### config.mk
export PLATFORM = sky130hd
export DESIGN_NAME = instr_fetcher
export DESIGN_NICKNAME = d
export VERILOG_FILES = /design/src/rtl/instr_fetcher.sv
export SDC_FILE = /design/constraint.sdc
export NUM_CORES = 1
export LEC_CHECK = 0
export CAP_MARGIN = 30
export CORE_MARGIN = 2
export CORE_UTILIZATION = 40
export CTS_BUF_LIST = sky130_fd_sc_hd__clkbuf_16
export CTS_CLUSTER_SIZE = 30
export DETAILED_ROUTE_END_ITERATION = 7
export PLACE_DENSITY = 0.89
export SLEW_MARGIN = 40
export SYNTH_ARGS = -nofsm -noshare
export SYNTH_HDL_FRONTEND = slang
export SYNTH_SLANG_ARGS = --single-unit
### constraint.sdc
create_clock -name clk -period 1.75 [get_ports clk]
set_input_delay 0.525 -clock clk [delete_from_list [all_inputs] [get_ports clk]]
set_output_delay 0.525 -clock clk [all_outputs]
set_load 0.01 [all_outputs]
### src/rtl/instr_fetcher.sv
// Instruction-fetch front end between the PC stage and instruction memory.
// It latches a PC on pc_en and issues a single read request. It waits for
// the memory to accept the request and for the data to return, then loads
// the returned word into the instruction register. Only one fetch is in
// flight at a time. stall holds the PC/pipeline while a fetch is outstanding.
//
// Ports:
//   clk       in   1     clock, all state on rising edge
//   rst       in   1     synchronous reset, active-high
//   mem_rdy   in   1     memory accepts the request this cycle
//   valid     in   1     rdata carries the requested word this cycle
//   pc_en     in   1     new PC on addr_in; start a fetch
//   addr_in   in   bits  PC from PC stage
//   rdata     in   bits  instruction word from memory
//   addr_out  out  bits  registered fetch address to memory
//   ir        out  bits  instruction register
//   stall     out  1     fetch outstanding (decoded from state + valid)
//   proc_req  out  1     read request to memory (decoded from state)
//
// Optional build macro IR_NOP_INJECT_EN: while stall is high, the ir output
// shows a NOP (32'h0000_0013) instead of the register contents. The register
// itself is unaffected.

module instr_fetcher #(
   parameter int unsigned bits = 32
) (
   input  logic            clk,
   input  logic            rst,
   input  logic            mem_rdy,
   input  logic            valid,
   input  logic            pc_en,
   input  logic [bits-1:0] addr_in,
   input  logic [bits-1:0] rdata,
   output logic [bits-1:0] addr_out,
   output logic [bits-1:0] ir,
   output logic            stall,
   output logic            proc_req
);

   localparam logic [bits-1:0] NOP = bits'(32'h0000_0013);

   typedef enum logic [1:0] {
      ST_IDLE = 2'b00,
      ST_REQ  = 2'b01,
      ST_WAIT = 2'b10
   } state_t;

   state_t          state, state_next;
   logic [bits-1:0] addr_q, addr_next;
   logic [bits-1:0] ir_q, ir_next;

   // State, fetch address and instruction register
   always_ff @(posedge clk) begin
      if (rst) begin
         state  <= ST_IDLE;
         addr_q <= '0;
         ir_q   <= NOP;
      end else begin
         state  <= state_next;
         addr_q <= addr_next;
         ir_q   <= ir_next;
      end
   end

   // Next-state, register updates and request/stall decode
   always_comb begin
      state_next = state;
      addr_next  = addr_q;
      ir_next    = ir_q;
      proc_req   = 1'b0;
      stall      = 1'b0;
      case (state)
         ST_IDLE: begin
            if (pc_en) begin
               addr_next  = addr_in;
               state_next = ST_REQ;
            end
         end
         ST_REQ: begin
            proc_req = 1'b1;
            stall    = 1'b1;
            if (mem_rdy) state_next = ST_WAIT;
         end
         ST_WAIT: begin
            stall = ~valid;
            // rdata is only sampled here, so X outside WAIT&valid never reaches ir
            if (valid) begin
               ir_next = rdata;
               if (pc_en) begin
                  addr_next  = addr_in;
                  state_next = ST_REQ;
               end else begin
                  state_next = ST_IDLE;
               end
            end
         end
         default: state_next = ST_IDLE;
      endcase
   end

   assign addr_out = addr_q;

`ifdef IR_NOP_INJECT_EN
   // Present a NOP downstream while the fetch is outstanding
   assign ir = stall ? NOP : ir_q;
`else
   assign ir = ir_q;
`endif

endmodule

# Yosys cells after proc, flatten, opt, wreduce, memory -nomap -nowiden

Index checks and enable logic that the tools add are counted.
Widths: inputs -> output; s select.

Bits in registers: 66
Input port bits: 69

Reduce and logical (&&, ||, !) cells: 5
Eq/ne operators: 5
Bitwise operators: 1
Multiplexer cells: 10

Operators by type and width:

| operator           | number |
|---|---|
| $mux 32            | 2 |
| $pmux 32 s2        | 1 |
| $mux 2             | 3 |
| $ne 2x2->1 const B | 3 |
| $pmux 2 s3         | 1 |
| $reduce_and 2->1   | 2 |
| $reduce_and 3->1   | 1 |
| $eq 2x1->1 const B | 1 |
| $eq 2x2->1 const B | 1 |
| $logic_not 2->1    | 1 |
| $mux 1             | 2 |
| $pmux 1 s2         | 1 |
| $reduce_bool 2->1  | 1 |
| $not 1->1          | 1 |

# Depth between registers and ports, before layout

Word-level depth: 3
Depth in mapped cells: 7

# Worst setup path before layout

OpenSTA, ideal clock, no wires.

Path kind: register -> output
Start point: register state[0]
End point: output port stall
Slack: 0.204 ns
Buffers on the path: 0
Stages on the path, launching flop included: 5
Arrival: 1.021 ns
Cell sequence: dfxtp_1 inv_1 ha_1 nand2b_1 a21boi_0

Cells in the longest elaborated chain, start to end: 2
Elaborated cells between the ends (all ways): 3
Those cells by class: eq/ne (2); mux (1)

Ends and longest elaborated chain:

| item                                     | RTL line | text |
|---|---|---|
| from (decl)                              | 48       | `state_t state, state_next;` |
| from (signal assigned)                   | 59       | `state <= state_next;` |
| $eq 2x2->1 or $eq 2x1->1 (tied branches) | 72       | `case (state)` |
| $pmux 1 s2 *                             | 72       |  |
| to (decl)                                | 36       | `output logic stall,` |

Every way passes the cells marked *; elsewhere a longest branch is shown, timed or not.

# Final worst setup path

Start point: register state[1]
End point: output port stall

Same word-level chain as after synthesis.

==> flow_metrics.tcl <==
set metrics [dict create \
    globalplace.congestion 0.7387 \
    critPathLaunchType "register" \
    final_util_pct 68.28 \
    start_util_pct 41.13 \
    antenna_cells 0 \
    period_share_pct 102.9 \
    vias 2491 \
    syn_inst 302 \
    cts-root-buf "clkbuf_16" \
    grt_usage_pct 18.40 \
    drv_cap 0 \
    drt_pre_antenna_iters 4 \
    drc 0 \
    final_common_cell "clkdlybuf4s50_1" \
    io_buffers 134 \
    power.density_nw_per_um2 1062 \
    grt_overflow_total 0 \
    drive_gt1_share_pct 10.09 \
    ant_nets 0 \
    min-delay-path-class "register to register" \
    grt_pass1_vias 2505 \
    coreArea_um2 6756 \
    grt_pass1_wl_um 11040 \
    hpwlAfterDp_um 4929 \
    routedWlPerCell_um 13.48 \
    synth_top_area_cell "dfxtp_1" \
    cts_buffer_depth 2 \
    ys_top_cells_by_area "dfxtp_1, nand2b_1, mux2i_1" \
    tightest_slew_ns 0.3016 \
    rows 30 \
    ys_warn_count 0 \
    r2r_start "state[1]$_SDFFE_PP0P_" \
    cts-buffers-inserted 9 \
    p_leak_nw 2.150 \
    critPathLaunch "state[1]$_SDFFE_PP0P_" \
    antenna_found_initial 0 \
    clock_latency_ns 0.31 \
    wirelength_um 7090 \
    timing_worst_setup_path_type "register to primary output" \
    finalSetupViolCount 1 \
    die-area_um2 7630 \
    cts_tree "built" \
    syn_nets 376 \
    syn_area_per_cell_um2 9.202 \
    layout_min_cycle_time_ns 1.801 \
    synth-seq-cells 66 \
    grt_setup_unrepaired "true" \
    synth_top_area_share_pct 47.55 \
    crit_path_max_fanout 3 \
    finClkSkew_ns 0.004385 \
    areaGrowthSynthToFinish_pct 66.01 \
    slowest_delay_ns 0.38 \
    vias_per_cell 4.736 \
    fp.dieW_um 87.35 \
    synthDistinctLibCells 24 \
    cts_sinks 66 \
    path_cells "inv_4 > ha_4 > a21boi_2 > buf_2" \
    endpoint "stall" \
    nets 516 \
    layout_common_cells "clkdlybuf4s50_1, nand2_1, nand2b_1" \
    seq_area_frac_synth_pct 47.55 \
    cp_data_arrival_time_ns 1.28 \
    critical_path.slowest_cell "dfxtp_4" \
    drt_iter0_drc 71 \
    hold_slack_ns 0.4534 \
    ir_drop_v 0.0005934 \
    violations "negative setup slack" \
    die_y_um 87.35 \
    cts-hold-fix-buffers 0 \
    clk_pin_slew_ns 0.05 \
    max_slew_margin_pct 79.76 \
    max_freq_ghz 0.5553 \
    reg2regPathDepth 7 \
    r2r-end "addr_out[1]$_SDFFE_PP0P_" \
    htree_num_levels 3 \
    ioPinCount 135 \
    grt_max_degree 53 \
    slew_violations 0 \
    setup_ws_ns -0.05073 \
    finalHoldViolations 0 \
    outcome "complete, but fails checks" \
    ff2ff_setup_slack_ns 0.04 \
    synth_area_um2 2779 \
    worstPathRequired_ns 1.22 \
    setup-tns-final_ns -0.05073 \
    end_kind "primary output" \
]
cells in the mapped netlist:
cell,instances
dfxtp_1,66
nand2b_1,66
nand2_1,65
mux2i_1,33
a21oi_1,30
clkbuf_1,7
buf_2,5
ha_1,5
buf_4,4
buf_12,3
inv_1,3
nand3b_1,3
a21boi_0,1
a311oi_1,1
a31oi_1,1
and2_1,1
buf_1,1
buf_6,1
clkbuf_2,1
mux2_1,1
nor2_1,1
nor2b_1,1
nor3_1,1
o211ai_1,1
state kept, by name, indices dropped and copies added, names as in the netlist:
signal,flops
addr_out,32
ir,32
state,2
layout make-up:
| cell class | count | area, um^2 |
|---|---|---|
| clock buffer | 9 | 225.2 |
| fill | 518 | 2143 |
| inverter | 3 | 16.27 |
| timing repair buffer | 151 | 1570 |
| sequential | 66 | 1326 |
| clock inverter | 6 | 26.28 |
| tap | 80 | 100.1 |
| multi-input combinational | 211 | 1349 |
worst max-delay path: cells and delay by family (launching register included):
family / cells / cell delay (ns)
AO/OA/AOI/OAI: 1 / 0.14
buffers and inverters: 2 / 0.20
adder cells (fa/ha/maj): 1 / 0.24
flip-flops: 1 / 0.38
metrics by stage:
| stage | power (mW) | worst slack, ns | std cells | instance area (um^2) |
|---|---|---|---|---|
| 2_1_floorplan | 2.648 | 0.2044 | 302 | 2779 |
| 3_3_place_gp | 3.308 | -0.6755 | 509 | 4224 |
| 3_5_place_dp | 3.356 | -0.7360 | 509 | 4224 |
| 4_1_cts | 4.900 | -0.04343 | 526 | 4498 |
| 5_1_grt | 5.156 | -0.08761 | 526 | 4613 |
| 6_report | 4.898 | -0.05073 | 526 | 4613 |
what timing repair did:
| item | CTS | global route |
|---|---|---|
| gates cloned | 0 | 0 |
| endpoints found under the setup margin | 2 | 29 |
| pin swaps | 1 | 1 |
| hold endpoints to repair | 0 | 0 |
| buffers inserted | 2 | 0 |
| resized for setup | 20 | 35 |
report_power, final:
part	internal (mW)	switching [mW]	total [mW]
clock	0.925	0.579	1.50
sequential	1.71	0.109	1.82
combinational	0.899	0.675	1.57
total	3.54	1.36	4.90
worst min path at each step:
stage | from | to | slack, ns | depth (start not counted)
final | ir[18]$_SDFFE_PP0P_ | ir[18]$_SDFFE_PP0P_ | 0.45 | 2
after floorplan | ir[10]$_SDFFE_PP0P_ | ir[10]$_SDFFE_PP0P_ | 0.48 | 2
after detailed placement | ir[18]$_SDFFE_PP0P_ | ir[18]$_SDFFE_PP0P_ | 0.45 | 2
after CTS | ir[18]$_SDFFE_PP0P_ | ir[18]$_SDFFE_PP0P_ | 0.45 | 2
after global routing | ir[3]$_SDFFE_PP0P_ | ir[3]$_SDFFE_PP0P_ | 0.47 | 2
after global placement | ir[20]$_SDFFE_PP0P_ | ir[20]$_SDFFE_PP0P_ | 0.44 | 2
cell families (layout without fill, tap and decap cells):
kind of cell | Yosys count | in the layout | share of synthesized area [%]
mux | 34 | 34 | 12.29
flops | 66 | 66 | 47.55
simple gates | 138 | 138 | 25.21
compound gates | 34 | 34 | 6.484
buf+inv | 25 | 169 | 6.213
fa+ha+maj | 5 | 5 | 2.251
metal layers:
metal	GRT usage [%]	wire length, um	part of all wire, %
met2	32.78	3696	52
met1	19.36	2756	39
met4	8.112	119	1.7
met5	0	0	0
met3	6.540	519	7.3
Power figures use the tool's default switching activity.
